==> config.mk <==
export PLATFORM = sky130hd
export DESIGN_NAME = sseg_value_ctrl
export DESIGN_NICKNAME = d
export VERILOG_FILES = /design/src/rtl/sseg_value_ctrl_pkg.sv /design/src/rtl/sseg_value_ctrl_bin2bcd.sv /design/src/rtl/sseg_value_ctrl.sv
export SDC_FILE = /design/constraint.sdc
export NUM_CORES = 1
export LEC_CHECK = 0
export ABC_AREA = 1
export CAP_MARGIN = 20
export CORE_UTILIZATION = 45
export DETAILED_ROUTE_END_ITERATION = 16
export HOLD_SLACK_MARGIN = 0.03
export PLACE_DENSITY = 0.73
export REMOVE_ABC_BUFFERS = 1
export SLEW_MARGIN = 20
export SYNTH_ARGS = -nofsm -noshare
export SYNTH_HDL_FRONTEND = slang
export SYNTH_HIERARCHICAL = 1
export SYNTH_SLANG_ARGS = --single-unit
==> constraint.sdc <==
create_clock -name clk -period 1.6 [get_ports clk]
set_input_delay 0.24 -clock clk [delete_from_list [all_inputs] [get_ports clk]]
set_output_delay 0.24 -clock clk [all_outputs]
set_load 0.03 [all_outputs]
==> src/rtl/sseg_value_ctrl_pkg.sv <==
// Shared FSM encodings, digit attribute type and clamp-limit helpers for the
// sseg_value_ctrl write sequencer.
package sseg_value_ctrl_pkg;

  localparam logic [2:0] ST_IDLE  = 3'd0;
  localparam logic [2:0] ST_ABS   = 3'd1;
  localparam logic [2:0] ST_CONV  = 3'd2;
  localparam logic [2:0] ST_WRITE = 3'd3;
  localparam logic [2:0] ST_WAIT  = 3'd4;
  localparam logic [2:0] ST_DONE  = 3'd5;

  typedef struct packed {
    logic [3:0] val;
    logic       en;
    logic       sign;
    logic       dp;
  } digit_attr_t;

  function automatic int bcd_width(input int n);
    return 4 * n;
  endfunction

  function automatic logic [63:0] pow10(input int n);
    logic [63:0] r;
    r = 64'd1;
    for (int i = 0; i < n; i++) r = r * 64'd10;
    return r;
  endfunction

  function automatic logic [63:0] pos_limit(input int n);
    return pow10(n) - 64'd1;
  endfunction

  // One digit is given up to the minus glyph.
  function automatic logic [63:0] neg_limit(input int n);
    return pow10(n - 1) - 64'd1;
  endfunction

endpackage

==> src/rtl/sseg_value_ctrl_bin2bcd.sv <==
// Sequential double-dabble: one shift/add-3 step per cycle, done pulses
// VAL_BITS cycles after start with bcd held until the next start.
module bin2bcd #(
  parameter int VAL_BITS = 16,
  parameter int BCD_W    = 16
) (
  input  logic                clk,
  input  logic                reset,
  input  logic                start,
  input  logic [VAL_BITS-1:0] bin,
  output logic [BCD_W-1:0]    bcd,
  output logic                done
);
  localparam int CNT_W = $clog2(VAL_BITS + 1);

  // BCD accumulator on top, remaining binary bits below; the pair shifts as one.
  logic [BCD_W+VAL_BITS-1:0] dd_reg;
  logic [BCD_W-1:0]          adj;
  logic [CNT_W-1:0]          cnt_reg;
  logic                      run_reg;
  logic                      done_reg;

  genvar gi;
  generate
    for (gi = 0; gi < BCD_W / 4; gi++) begin : g_adj
      logic [3:0] d;
      assign d = dd_reg[VAL_BITS + 4*gi +: 4];
      assign adj[4*gi +: 4] = (d >= 4'd5) ? d + 4'd3 : d;
    end
  endgenerate

  always_ff @(posedge clk) begin
    if (reset) begin
      dd_reg   <= '0;
      cnt_reg  <= '0;
      run_reg  <= 1'b0;
      done_reg <= 1'b0;
    end else begin
      done_reg <= 1'b0;
      if (start) begin
        // First step needs no add-3: the accumulator starts at zero.
        dd_reg   <= {{BCD_W{1'b0}}, bin} << 1;
        cnt_reg  <= CNT_W'(1);
        run_reg  <= (VAL_BITS > 1);
        done_reg <= (VAL_BITS == 1);
      end else if (run_reg) begin
        dd_reg  <= {adj, dd_reg[VAL_BITS-1:0]} << 1;
        cnt_reg <= cnt_reg + 1'b1;
        if (cnt_reg == CNT_W'(VAL_BITS - 1)) begin
          run_reg  <= 1'b0;
          done_reg <= 1'b1;
        end
      end
    end
  end

  assign bcd  = dd_reg[BCD_W+VAL_BITS-1:VAL_BITS];
  assign done = done_reg;

endmodule

==> src/rtl/sseg_value_ctrl.sv <==
// Converts a signed value to BCD and writes every digit of sseg_array in turn,
// with blanking, minus glyph, decimal point and clamping; paced by done_tick.
module sseg_value_ctrl
  import sseg_value_ctrl_pkg::*;
#(
  parameter int SSEG_BITS = 3,
  parameter int SSEG_N    = 4,
  parameter int VAL_BITS  = 16
) (
  input  logic                 clk,
  input  logic                 reset,
  input  logic                 start,
  input  logic [VAL_BITS-1:0]  value,
  input  logic                 dp_en,
  input  logic [SSEG_BITS-1:0] dp_pos,
  output logic                 busy,
  output logic                 done,
  output logic                 overflow,
  output logic                 wr,
  output logic [SSEG_BITS-1:0] sel,
  output logic [3:0]           val,
  output logic                 en,
  output logic                 sign,
  output logic                 dp,
  input  logic                 done_tick
);
  localparam int BCD_W = bcd_width(SSEG_N);
  localparam int SLOTS = 2**SSEG_BITS;
  localparam logic [63:0] POS_LIM = pos_limit(SSEG_N);
  localparam logic [63:0] NEG_LIM = neg_limit(SSEG_N);
  localparam logic [VAL_BITS-1:0] POS_LIM_V = POS_LIM[VAL_BITS-1:0];
  localparam logic [VAL_BITS-1:0] NEG_LIM_V = NEG_LIM[VAL_BITS-1:0];

  logic [2:0]           state_reg;
  logic [VAL_BITS-1:0]  value_reg, mag_reg, mag_raw;
  logic                 neg_reg, dp_en_reg, ovf_reg, bcd_start_reg, tick_reg;
  logic [SSEG_BITS-1:0] dp_pos_reg, k_reg;
  logic                 mag_over;
  logic [BCD_W-1:0]     bcd;
  logic                 bcd_done;

  // Two's-complement negate in VAL_BITS bits: the most negative value maps to 2^(VAL_BITS-1).
  assign mag_raw  = neg_reg ? (~value_reg + 1'b1) : value_reg;
  assign mag_over = neg_reg ? (64'(mag_raw) > NEG_LIM) : (64'(mag_raw) > POS_LIM);

  bin2bcd #(.VAL_BITS(VAL_BITS), .BCD_W(BCD_W)) u_bin2bcd (
    .clk   (clk),
    .reset (reset),
    .start (bcd_start_reg),
    .bin   (mag_reg),
    .bcd   (bcd),
    .done  (bcd_done)
  );

  always_ff @(posedge clk) begin
    if (reset) begin
      state_reg     <= ST_IDLE;
      value_reg     <= '0;
      mag_reg       <= '0;
      neg_reg       <= 1'b0;
      dp_en_reg     <= 1'b0;
      dp_pos_reg    <= '0;
      ovf_reg       <= 1'b0;
      bcd_start_reg <= 1'b0;
      tick_reg      <= 1'b0;
      k_reg         <= '0;
    end else begin
      bcd_start_reg <= 1'b0;
      case (state_reg)
        ST_IDLE: if (start) begin
          value_reg  <= value;
          neg_reg    <= value[VAL_BITS-1];
          dp_en_reg  <= dp_en;
          dp_pos_reg <= dp_pos;
          state_reg  <= ST_ABS;
        end
        ST_ABS: begin
          mag_reg       <= mag_over ? (neg_reg ? NEG_LIM_V : POS_LIM_V) : mag_raw;
          ovf_reg       <= mag_over;
          bcd_start_reg <= 1'b1;
          k_reg         <= '0;
          state_reg     <= ST_CONV;
        end
        ST_CONV: if (bcd_done) state_reg <= ST_WRITE;
        ST_WRITE: begin
          tick_reg  <= 1'b0;
          state_reg <= ST_WAIT;
        end
        // The first tick may land mid-refresh; only the second proves a full scan.
        ST_WAIT: if (done_tick) begin
          if (tick_reg) begin
            if (int'(k_reg) < SSEG_N - 1) begin
              k_reg     <= k_reg + 1'b1;
              state_reg <= ST_WRITE;
            end else begin
              state_reg <= ST_DONE;
            end
          end else begin
            tick_reg <= 1'b1;
          end
        end
        ST_DONE: state_reg <= ST_IDLE;
        default: state_reg <= ST_IDLE;
      endcase
    end
  end

  logic [3:0]       digit_arr [SLOTS];
  logic [SLOTS-1:0] en_base;
  int               msd_i, top_i, dp_pos_i;
  logic             sign_here;
  digit_attr_t      attr;
  logic             active;

  assign dp_pos_i = int'(dp_pos_reg);

  genvar gi;
  generate
    for (gi = 0; gi < SLOTS; gi++) begin : g_digit
      if (gi < SSEG_N) begin : g_real
        assign digit_arr[gi] = bcd[4*gi +: 4];
        assign en_base[gi]   = (gi <= msd_i) || (gi == 0) || (dp_en_reg && (gi <= dp_pos_i));
      end else begin : g_pad
        assign digit_arr[gi] = 4'd0;
        assign en_base[gi]   = 1'b0;
      end
    end
  endgenerate

  always_comb begin
    msd_i = 0;
    for (int i = 0; i < SSEG_N; i++) if (digit_arr[i] != 4'd0) msd_i = i;
  end

  // Minus glyph goes one place above the highest lit digit, if that place exists.
  always_comb begin
    top_i = 0;
    for (int i = 0; i < SSEG_N; i++) if (en_base[i]) top_i = i;
    sign_here = neg_reg && (int'(k_reg) == top_i + 1);
    attr.val  = sign_here ? 4'd0 : digit_arr[k_reg];
    attr.en   = en_base[k_reg] || sign_here;
    attr.sign = sign_here;
    attr.dp   = dp_en_reg && (k_reg == dp_pos_reg);
  end

  assign active   = (state_reg == ST_WRITE) || (state_reg == ST_WAIT);
  assign busy     = (state_reg != ST_IDLE) && (state_reg != ST_DONE);
  assign done     = (state_reg == ST_DONE);
  assign overflow = done && ovf_reg;
  assign wr       = (state_reg == ST_WRITE);
  assign sel      = active ? k_reg : '0;
  assign val      = active ? attr.val : 4'd0;
  assign en       = active && attr.en;
  assign sign     = active && attr.sign;
  assign dp       = active && attr.dp;

endmodule

==> metrics.md, run 1 <==
| Metric | Value |
|---|---|
| Post-Synthesis Cell Area | `4670 um2` |
| Final setup violation count | `26` |
| Fraction of layout instances using a drive strength above 1 | `0.344` |
| CORE AREA | `9910 um2` |
| Pin count of the biggest net entering global routing | `38` |
| Reported net switching power | `4.24 mW` |
| Hold violation count in the final report | `0` |
| Clock network latency to the later pin of the worst-skew pair | `0.35 ns` |
| Global routing usage summed across all routing layers | `0.227` |
| Total routed wire length on the met1 layer | `5200 um` |
| Chip width | `104 um` |
| Classification of the worst-slack hold path | `flop to flop` |
| Share of the clock period used by the worst path | `1.35` |
| CTS tree | `yes` |
| Overall via count from detail_route | `4786` |
| Commonest cells after routing, fill and taps aside | `nand2_1 (95), buf_4 (91), inv_1 (71)` |
| Number of vias per cell | `5.28` |
| Measured slew at the worst slew-check pin | `0.403 ns` |
| Total placed cells including tap cells | `878` |
| Critical path required time | `1.36 ns` |
| Max-slew violation total from the final report | `0` |
| Post-synthesis area per instance | `7.05 um2` |
| Worst-path cell chain | `inv_2 -> nand4_1 -> nor2_1 -> o21ai_1 -> buf_4 -> a21oi_2 -> o21ai_1 -> nand3_1 -> a21oi_1 -> buf_4` |
| Worst slack at placement | `-0.307 ns` |
| Die Y | `104 um` |
| Design Power | `10.0 mW` |
| Number of H-tree branching levels | `3` |
| Layout overhead on the synthesized area | `36.9%` |
| Power per unit of standard cell area | `1560 nW/um2` |
| Count of mapped cells out of synthesis | `662` |
| Remaining number of nets flagged by the antenna check after routing | `0` |
| Async set or reset register ratio after synthesis | `0` |
| Post-layout nets | `805` |
| Total CTS buffers | `9` |
| Leakage power | `2.74 nW` |
| Startpoint class of the critical path | `flop` |
| Clock tree root buffer cell | `clkbuf_8` |
| Metal3 WL | `461 um` |
| Crit-path max FO | `2` |
| Boundary Pins | `38` |
| Wire length after detailed routing | `12600 um` |
| Floorplan die area | `10800 um2` |
| Number of diodes | `0` |
| Cell Int Power | `5.76 mW` |
| Worst slew margin relative to its limit | `0.731` |
| Clock group share of total power | `0.154` |
| Uppermost signal routing layer after detailed routing | `met4` |
| Status | `finished with violations` |
| Sequential fraction of the synthesis area | `0.356` |
| Detailed placer's ending HPWL | `8600 um` |
| Worst path max stage delay | `0.34 ns` |
| Post-route cell area | `6390 um2` |
| Setup CP Type | `flop to primary output` |
| Max-capacitance violation count | `0` |
| Kind of cell with the highest combined delay on the critical path | `compound AO/OA/AOI/OAI gates` |
| Final critical-path required period | `2.16 ns` |
| Max Clock Freq | `464 MHz` |
| Maximum root-to-sink buffer count | `2` |
| Initial antenna violation count | `0` |
| Count of flip-flops with a built-in enable after synthesis | `0` |
| Clk sinks | `83` |
| Total of warnings raised by yosys | `6` |
| First DRT Iteration DRCs | `239` |
| Largest register FFs | `31` |
| Total number of placement rows | `36` |
| Top_reg_cell synth | `dfxtp_1` |
| Share of total power consumed by net switching | `0.424` |
| Number of distinct standard cells referenced by the synthesized netlist | `45` |
| Non-filler cells in the finished layout | `906` |
| Drt first pass iters | `4` |
| Violated checks | `setup timing` |
| Count of input and output buffers | `37` |
| RSZ-0062 raised after global routing | `yes` |
| Met2 layer wire length in the routed design | `6620 um` |
| Residual overflow from global routing | `0` |
| Number of buffer and inverter stages on the critical path | `3` |
| Count of unresolved DRC violations after routing | `0` |
| Cell at the slowest stage of the critical path | `dfxtp_2` |
| Vias in the first global route | `4622` |
| Critical Path Sink Type | `primary output` |
| VDD IR-drop max | `0.833 mV` |
| Placement Cell Area | `5590 um2` |
| Combinational share of power | `0.545` |
| First-pass GRT wire length | `20400 um` |
| Routability congestion estimate | `0.917` |
| Flop pwr share | `0.301` |
| Worst Path Arrival | `1.92 ns` |
| Most frequent standard cell in the layout excluding fill and tap cells | `nand2_1` |
| Routed WL per cell | `13.9 um` |
| Worst-path clk slew | `0.08 ns` |
| Clock Skew | `0.0141 ns` |
| Initial Utilization | `0.471` |
| Number of synthesized register bits | `83` |
| Setup ws final | `-0.557 ns` |
[layout make-up]
| class | count | area (um2) |
|---|---|---|
| Clock buffer | 11 | 151 |
| Clock inverter | 4 | 50.0 |
| Fill cell | 785 | 3520 |
| Inverter | 93 | 362 |
| Multi-Input combinational cell | 447 | 2790 |
| Sequential cell | 83 | 1690 |
| Tap cell | 133 | 166 |
| Timing Repair Buffer | 135 | 1180 |
[Yosys cell counts, drive strengths merged, types with 6 or more instances]
library cell,count,area [um2]
a21oi,56,284
nor3,25,125
clkbuf,10,42.5
nor2,75,335
inv,92,350
dfxtp,83,1660
ha,12,150
buf,30,221
o21ai,59,310
nand3,40,228
o221ai,17,149
nand4,10,62.6
nand2,122,503
xor2,6,60.1
o21a,6,45.0
[power groups by stage]
stage | clock network (mW) | registers [mW] | logic, mW
3_5_place_dp | 0 | 2.96 | 4.29
6_report | 1.54 | 3.01 | 5.45
2_1_floorplan | 0 | 2.96 | 2.55
5_1_grt | 1.66 | 3.07 | 5.94
3_3_place_gp | 0 | 2.94 | 4.14
4_1_cts | 1.57 | 2.96 | 4.78
[path summary, 6_finish.rpt]
| path | depth (start not counted) | start | to | slack [ns] |
|---|---|---|---|---|
| min reg2reg | 2 | mag_reg[14] | mag_reg[14] | 0.44 |
| min | 2 | mag_reg[14] | mag_reg[14] | 0.44 |
| max | 10 | u_bin2bcd/dd_reg[29] | en | -0.56 |
| max reg2reg | 15 | value_reg[1] | ovf_reg | -0.31 |
[per-stage QoR]
| step | hold slack [ns] | setup TNS (ns) | utilization |
|---|---|---|---|
| floorplan | 0.302 | -14.69 | - |
| global placement | 0.426 | -2.77 | 0.564 |
| detailed placement | 0.430 | -5.12 | 0.564 |
| CTS | 0.442 | -6.67 | 0.610 |
| global route | 0.452 | -10.57 | 0.645 |
| finish | 0.440 | -7.15 | 0.645 |
[routing by layer]
metal | up-vias | global-route usage
met3 | 29 | 0.0459
li1 | 2387 | -
met4 | 0 | 0.0714
met5 | - | 0
met1 | 2261 | 0.261
met2 | 109 | 0.419
[worst min-delay path, stage by stage (launching register included)]
cell	delay (ns)
dfxtp_1	0.32
inv_1	0.05
nor2_1	0.03
[cell families (layout without fill, tap and decap cells)]
kind of cell,count (synthesis),after routing,synth area share
xor gates and xnor gates,7,7,0.0147
AOI/OAI and AO/OA,151,151,0.190
DFF,83,83,0.356
adders and majority gates,12,12,0.0322
buffers and inverters,133,243,0.132
and+or+nand+nor,276,277,0.274
[repair_timing]
item                                    4_1_cts  5_1_grt
endpoints found under the setup margin       27       35
gates cloned                                  1        0
hold buffers                                  0        0
pin swaps                                    40       43
setup buffers                                 9        4
gates resized for setup                      71       86
(Power assumes the default switching activity.)
==> run 2: changes to the inputs <==
--- a/config.mk
+++ b/config.mk
@@ -7,10 +7,12 @@
 export LEC_CHECK = 0
 export ABC_AREA = 1
 export CAP_MARGIN = 20
-export CORE_UTILIZATION = 45
+export CELL_PAD_IN_SITES_DETAIL_PLACEMENT = 1
+export CELL_PAD_IN_SITES_GLOBAL_PLACEMENT = 2
+export CORE_UTILIZATION = 30
 export DETAILED_ROUTE_END_ITERATION = 16
 export HOLD_SLACK_MARGIN = 0.03
-export PLACE_DENSITY = 0.73
+export PLACE_DENSITY_LB_ADDON = 0.05
 export REMOVE_ABC_BUFFERS = 1
 export SLEW_MARGIN = 20
 export SYNTH_ARGS = -nofsm -noshare
==> run 2 against run 1 <==
Net effect: the flow still finishes with violations (setup timing); design area rose by 7.3%; sequential power barely moved; fmax fell by 0.71%; first-iteration DRC count fell by 47%; routed wire length rose by 18%; largest power group unchanged; setup slack got worse by 0.015 ns; largest cell class unchanged; critical path depth fell by 1.
==> metrics.md, run 2 (synthesized netlist as in run 1, its figures left out) <==
| Metric | Value |
|---|---|
| Status | `finished with violations` |
| Violated checks | `setup timing` |
| Worst-path clk slew | `0.07 ns (about the same)` |
| Design Power | `11.0 mW (+10%)` |
| Initial Utilization | `0.307 (-0.164)` |
| Destination of the worst register-to-register timing path | `mag_reg[10]` |
| Largest register FFs | `31 (unchanged)` |
| Chip width | `127 um (+22%)` |
| Final setup violation count | `25 (-3.8%)` |
| Initial antenna violation count | `0 (unchanged)` |
| Clock network latency to the later pin of the worst-skew pair | `0.35 ns (about the same)` |
| Classification of the worst-slack hold path | `flop to flop` |
| Measured slew at the worst slew-check pin | `0.398 ns (-0.00551 ns)` |
| Termination of the worst setup path | `sign` |
| Total placed cells including tap cells | `945 (+7.6%)` |
| Number of diodes | `0 (unchanged)` |
| Post-layout utilization of the core | `0.451 (-0.194)` |
| Pin count of the biggest net entering global routing | `38 (unchanged)` |
| Number of buffer and inverter stages on the critical path | `2 (-1)` |
| Setup ws final | `-0.573 ns (-0.0154 ns)` |
| Count of unresolved DRC violations after routing | `0 (unchanged)` |
| Beginning of the critical path | `u_bin2bcd/dd_reg[28]` |
| Routed WL per cell | `15.1 um (+8.6%)` |
| Remaining number of nets flagged by the antenna check after routing | `0 (unchanged)` |
| Worst-path cell chain | `inv_2 -> nand4_1 -> nor2_1 -> o21ai_1 -> nor3_1 -> o21ai_1 -> a22oi_2 -> nor3b_2 -> buf_4` |
| Max Clock Freq | `460 MHz (-0.71%)` |
| CTS tree | `yes` |
| Total number of placement rows | `45 (+25%)` |
| First-pass GRT wire length | `25000 um (+23%)` |
| Final critical-path required period | `2.17 ns (+0.0154 ns)` |
| Hold violation count in the final report | `0 (unchanged)` |
| Routability congestion estimate | `0.814 (-11%)` |
| Critical path required time | `1.36 ns (about the same)` |
| Leakage power | `2.92 nW (+6.7%)` |
| Maximum root-to-sink buffer count | `2 (unchanged)` |
| Clk sinks | `83 (unchanged)` |
| CORE AREA | `15200 um2 (+53%)` |
| Critical Path Sink Type | `primary output` |
| Startpoint class of the critical path | `flop` |
| Number of H-tree branching levels | `3 (unchanged)` |
| Count of input and output buffers | `37 (unchanged)` |
| Fraction of layout instances using a drive strength above 1 | `0.376 (+0.0320)` |
| Setup CP Type | `flop to primary output` |
| Crit-path max FO | `2 (unchanged)` |
| Cts hold-fix bufs | `0 (unchanged)` |
| Commonest cells after routing, fill and taps aside | `buf_4 (106), nand2_1 (89), inv_1 (71)` |
| RSZ-0062 raised after global routing | `yes` |
| Overall via count from detail_route | `4729 (-1.2%)` |
| Most frequent standard cell in the layout excluding fill and tap cells | `buf_4` |
| Number of vias per cell | `4.81 (-8.9%)` |
| Post-layout nets | `827 (+2.7%)` |
| Register-to-Register Setup Slack | `-0.32 ns (about the same)` |
| Boundary Pins | `38 (unchanged)` |
| Source of the worst register-to-register timing path | `value_reg[1]` |
| Drt first pass iters | `4 (unchanged)` |
| Layout overhead on the synthesized area | `46.9%` |
| Worst Path Arrival | `1.93 ns (about the same)` |
| Cell at the slowest stage of the critical path | `dfxtp_2` |
| Total CTS buffers | `9 (unchanged)` |
| Clock tree root buffer cell | `clkbuf_16` |
| First DRT Iteration DRCs | `127 (-47%)` |
| Path depth of the worst reg2reg path | `17 (+2)` |
| Share of the clock period used by the worst path | `1.36 (+0.00962)` |
| Floorplan die area | `16100 um2 (+49%)` |
| Stages on the worst setup path | `9 (-1)` |
| Die Y | `127 um (+22%)` |
| Power per unit of standard cell area | `1600 nW/um2 (+2.6%)` |
| Detailed placer's ending HPWL | `10700 um (+25%)` |
| Cell occurring most often along the worst timing path | `o21ai_1` |
| Vias in the first global route | `5062 (+9.5%)` |
| Worst path max stage delay | `0.33 ns (about the same)` |
| Non-filler cells in the finished layout | `983 (+8.5%)` |
| Kind of cell with the highest combined delay on the critical path | `simple AND/OR/NAND/NOR gates` |
| Residual overflow from global routing | `0 (unchanged)` |
| Max-capacitance violation count | `0 (unchanged)` |
| Clock Skew | `0.00776 ns (-0.00638 ns)` |
| VDD IR-drop max | `0.572 mV (-31%)` |
| Max-slew violation total from the final report | `0 (unchanged)` |
| Worst slew margin relative to its limit | `0.735 (+0.00368)` |
| Global routing usage summed across all routing layers | `0.197 (-0.0305)` |
| Worst slack at placement | `-0.338 ns (-0.0312 ns)` |
| Wire length after detailed routing | `14800 um (+18%)` |
## run 2: cell types whose count changed in the layout (fill, tap and decap cells not counted), moves of 4 or more
cell / previous run / this run
buf_4: 91 / 106
clkbuf_8: 11 / 0
clkbuf_16: 0 / 9
nand2_1: 95 / 89
buf_12: 3 / 8
dfxtp_1: 64 / 69
dfxtp_2: 16 / 11
o21ai_0: 47 / 42
a21oi_1: 49 / 45
nand2_2: 18 / 22
o21ai_1: 5 / 9
o221ai_1: 17 / 13
## run 2: worst min-delay path by stage
stage,from,to,slack (ns),cells after the start
6_report,mag_reg[15],mag_reg[15],0.43,2
4_1_cts,mag_reg[15],mag_reg[15],0.44,2
3_3_place_gp,mag_reg[15],mag_reg[15],0.42,2
2_1_floorplan,reset,mag_reg[3],0.30,1
3_5_place_dp,mag_reg[15],mag_reg[15],0.43,2
5_1_grt,mag_reg[14],mag_reg[14],0.46,2
## run 2: metrics by stage
| stage | instance area (um2) | TNS (ns) | hold slack (ns) |
|---|---|---|---|
| after detailed placement | 5780 | -5.33 | 0.430 |
| after floorplan | 4400 | -14.69 | 0.302 |
| final | 6860 | -6.26 | 0.434 |
| after global placement | 5780 | -3.94 | 0.424 |
| after CTS | 6660 | -6.70 | 0.441 |
| after global routing | 6860 | -9.16 | 0.460 |
## run 2: worst register-to-register path, cell delays in order, from the launching register on
cell and delay, ns:
dfxtp_2 0.34, buf_6 0.12, nor2_4 0.14, nand2_8 0.09, nand2_4 0.08, o21ai_2 0.05
nand2_1 0.08, nand2_2 0.09, nor2_2 0.10, nand2_1 0.06, nand2_1 0.08, nand2_1 0.06
nand2_1 0.07, nand2_2 0.09, nand2_4 0.13, nand2_4 0.07, o21bai_1 0.13, inv_1 0.05
## run 2: power breakdown
group / switching [mW] / internal (mW) / total [mW] / leakage (nW)
sequential: 0.434 / 2.60 / 3.03 / 0.686
combinational: 3.21 / 2.60 / 5.81 / 2.09
clock: 0.936 / 1.22 / 2.16 / 0.148
total: 4.58 / 6.42 / 11.0 / 2.92
## run 2: final cells by class
class / count / area [um2]
Clock inverter: 6 / 72.6
Sequential cell: 83 / 1690
Fill cell: 1840 / 8340
Timing Repair Buffer: 157 / 1410
Tap cell: 188 / 235
Clock buffer: 9 / 225
Multi-Input combinational cell: 447 / 2860
Inverter: 93 / 369
## run 2: layer usage
layer,up-vias,routed length (um),track usage
met5,-,0,0
met2,33,7710,0.364
met1,2262,6630,0.232
li1,2422,-,-
met3,12,271,0.0346
met4,0,177,0.0553
## run 2: what timing repair did
action	4_1_cts	5_1_grt
resized for setup	132	56
setup endpoints to repair	27	50
buffers inserted	25	10
gates cloned	1	0
pin swaps	61	51
==> run 3: changes to the inputs <==
--- a/config.mk
+++ b/config.mk
@@ -14,6 +14,7 @@
 export HOLD_SLACK_MARGIN = 0.03
 export PLACE_DENSITY_LB_ADDON = 0.05
 export REMOVE_ABC_BUFFERS = 1
+export SETUP_SLACK_MARGIN = 0.05
 export SLEW_MARGIN = 20
 export SYNTH_ARGS = -nofsm -noshare
 export SYNTH_HDL_FRONTEND = slang
==> run 3 against run 2 <==
Net effect: the run still ends with setup timing left; clock-buffer cell count did not move; fmax fell by 0.19%; largest power group unchanged; critical path depth did not move; clock power barely moved; design area rose by 1.8%; combinational power rose by 4.3%.
==> metrics.md, run 3 (synthesized netlist as in run 1, its figures left out) <==
| Metric | Value |
|---|---|
| Status | `finished with violations` |
| Violated checks | `setup timing` |
| Clock Skew | `0.00741 ns (-0.000354 ns)` |
| Worst-path cell chain | `inv_2 -> nand4_1 -> nor2_1 -> o21ai_1 -> nor3_1 -> o21ai_1 -> a22oi_2 -> nor3b_2 -> buf_4` |
| Clock network latency to the later pin of the worst-skew pair | `0.35 ns (about the same)` |
| Reported net switching power | `4.71 mW (+2.8%)` |
| Worst Path Arrival | `1.94 ns (about the same)` |
| Cts hold-fix bufs | `0 (unchanged)` |
| Setup ws final | `-0.577 ns (-0.00407 ns)` |
| Worst slew margin relative to its limit | `0.735 (about the same)` |
| Layout overhead on the synthesized area | `49.5%` |
| Total CTS buffers | `9 (unchanged)` |
| Destination of the worst register-to-register timing path | `mag_reg[10]` |
| Final critical-path required period | `2.18 ns (+0.00407 ns)` |
| Detailed placer's ending HPWL | `10700 um (unchanged)` |
| Power per unit of standard cell area | `1610 nW/um2 (+0.56%)` |
| Floorplan die area | `16100 um2 (unchanged)` |
| Beginning of the critical path | `u_bin2bcd/dd_reg[28]` |
| Combinational share of power | `0.538 (+0.010)` |
| Post-layout nets | `830 (+0.36%)` |
| Commonest cells after routing, fill and taps aside | `buf_4 (103), nand2_1 (88), inv_1 (70)` |
| Residual overflow from global routing | `0 (unchanged)` |
| Termination of the worst setup path | `sign` |
| Clk sinks | `83 (unchanged)` |
| Vias in the first global route | `5078 (+0.32%)` |
| Pin count of the biggest net entering global routing | `38 (unchanged)` |
| Register-to-Register Setup Slack | `-0.32 ns (about the same)` |
| Classification of the worst-slack hold path | `flop to flop` |
| Post-layout utilization of the core | `0.459 (+0.00790)` |
| Max-capacitance violation count | `0 (unchanged)` |
| Routed WL per cell | `15.4 um (+2.1%)` |
| Cell Int Power | `6.55 mW (+2.0%)` |
| Critical path required time | `1.36 ns (about the same)` |
| Worst-path clk slew | `0.07 ns (about the same)` |
| Number of vias per cell | `4.84 (+0.54%)` |
| Count of unresolved DRC violations after routing | `0 (unchanged)` |
| Setup CP Type | `flop to primary output` |
| Cell occurring most often along the worst timing path | `o21ai_1` |
| Maximum root-to-sink buffer count | `2 (unchanged)` |
| Fraction of layout instances using a drive strength above 1 | `0.390 (+0.0136)` |
| First DRT Iteration DRCs | `122 (-3.9%)` |
| Boundary Pins | `38 (unchanged)` |
| Initial Utilization | `0.307 (unchanged)` |
| Cell at the slowest stage of the critical path | `dfxtp_2` |
| Clock group share of total power | `0.192 (-0.004)` |
| Largest register FFs | `31 (unchanged)` |
| Die Y | `127 um (unchanged)` |
| Count of input and output buffers | `37 (unchanged)` |
| Drt first pass iters | `4 (unchanged)` |
| Share of the clock period used by the worst path | `1.36 (+0.00254)` |
| Chip width | `127 um (unchanged)` |
| Min Hold Slack | `0.434 ns (+0.0000240 ns)` |
| Routability congestion estimate | `0.814 (unchanged)` |
| RSZ-0062 raised after global routing | `yes` |
| Total number of placement rows | `45 (unchanged)` |
| Final setup violation count | `26 (+4.0%)` |
| Flop pwr share | `0.270 (-0.005)` |
| Critical Path Sink Type | `primary output` |
| Crit-path max FO | `2 (unchanged)` |
| Path depth of the worst reg2reg path | `17 (unchanged)` |
| Clock tree root buffer cell | `clkbuf_16` |
| Initial antenna violation count | `0 (unchanged)` |
| Remaining number of nets flagged by the antenna check after routing | `0 (unchanged)` |
| Overall via count from detail_route | `4769 (+0.85%)` |
| Wire length after detailed routing | `15200 um (+2.4%)` |
| CORE AREA | `15200 um2 (unchanged)` |
| Measured slew at the worst slew-check pin | `0.398 ns (+0.0000579 ns)` |
| Max-slew violation total from the final report | `0 (unchanged)` |
| Worst path max stage delay | `0.33 ns (about the same)` |
| Share of total power consumed by net switching | `0.418 (+0.00203)` |
| First-pass GRT wire length | `24900 um (-0.25%)` |
| Source of the worst register-to-register timing path | `value_reg[1]` |
| Leakage power | `2.98 nW (+2.0%)` |
| Number of diodes | `0 (unchanged)` |
| Global routing usage summed across all routing layers | `0.197 (-0.000271)` |
| VDD IR-drop max | `0.573 mV (about the same)` |
| Startpoint class of the critical path | `flop` |
| CTS tree | `yes` |
| Most frequent standard cell in the layout excluding fill and tap cells | `buf_4` |
| Number of H-tree branching levels | `3 (unchanged)` |
| Hold violation count in the final report | `0 (unchanged)` |
| Max Clock Freq | `459 MHz (-0.19%)` |
run 3: cell types whose count changed in the layout (fill, tap and decap cells not counted), moves of 2 or more:
cell / previous run / this run
buf_6: 20 / 25
buf_4: 106 / 103
dfxtp_2: 11 / 9
o21ai_2: 7 / 12
dfxtp_4: 3 / 5
o21ai_1: 9 / 17
inv_4: 5 / 7
nand2_4: 11 / 13
o21ai_0: 42 / 29
run 3: area by class of cell:
class                   count  area (um2)
repair buffers            160        1470
inverters                  93         374
flip-flops and latches     83        1690
clock buffers               9         225
multi-input cells         447        2910
well taps                 188         235
fillers                  1824        8220
clock inverters             6        72.6
run 3: worst min-delay path by stage:
stage,startpoint,to,depth (start not counted)
after floorplan,reset,mag_reg[3],1
after global placement,mag_reg[15],mag_reg[15],2
after detailed placement,mag_reg[15],mag_reg[15],2
after CTS,mag_reg[15],mag_reg[15],2
after global routing,mag_reg[14],mag_reg[14],2
final,mag_reg[15],mag_reg[15],2
run 3: power groups by stage:
stage	Clock (mW)	Combinational (mW)	Sequential, mW
global route	2.32	6.66	3.11
detailed placement	0	4.59	2.98
floorplan	0	2.55	2.96
global placement	0	4.47	2.97
CTS	2.25	5.61	3.01
finish	2.16	6.06	3.04
run 3: per-layer routing:
layer | GRT usage | part of all wire | vias up
li1 | - | - | 2433
met2 | 0.365 | 0.52 | 35
met5 | 0 | 0 | -
met4 | 0.0567 | 0.013 | 0
met1 | 0.230 | 0.45 | 2287
met3 | 0.0358 | 0.018 | 14
run 3: worst max-delay path: cells and delay by family (launching register included):
| family | cells | cell delay, ns |
|---|---|---|
| DFF | 1 | 0.33 |
| and+or+nand+nor | 4 | 0.67 |
| AOI/OAI and AO/OA | 3 | 0.35 |
| buffers and inverters | 2 | 0.23 |
run 3: through the flow:
stage / std cells / cell area, um2 / TNS [ns] / power [mW] / setup slack, ns
after detailed placement: 945 / 5780 / -5.33 / 7.58 / -0.338
final: 986 / 6980 / -6.46 / 11.3 / -0.577
after floorplan: 622 / 4400 / -14.69 / 5.51 / -0.992
after global placement: 945 / 5780 / -3.94 / 7.45 / -0.287
after global routing: 986 / 6980 / -9.29 / 12.1 / -0.741
after CTS: 983 / 6670 / -6.70 / 10.9 / -0.632
run 3: what timing repair did:
action	CTS	global route
endpoints found under the setup margin	28	59
gates cloned	1	1
pin swaps	62	58
resized for setup	138	86
setup buffers	25	12
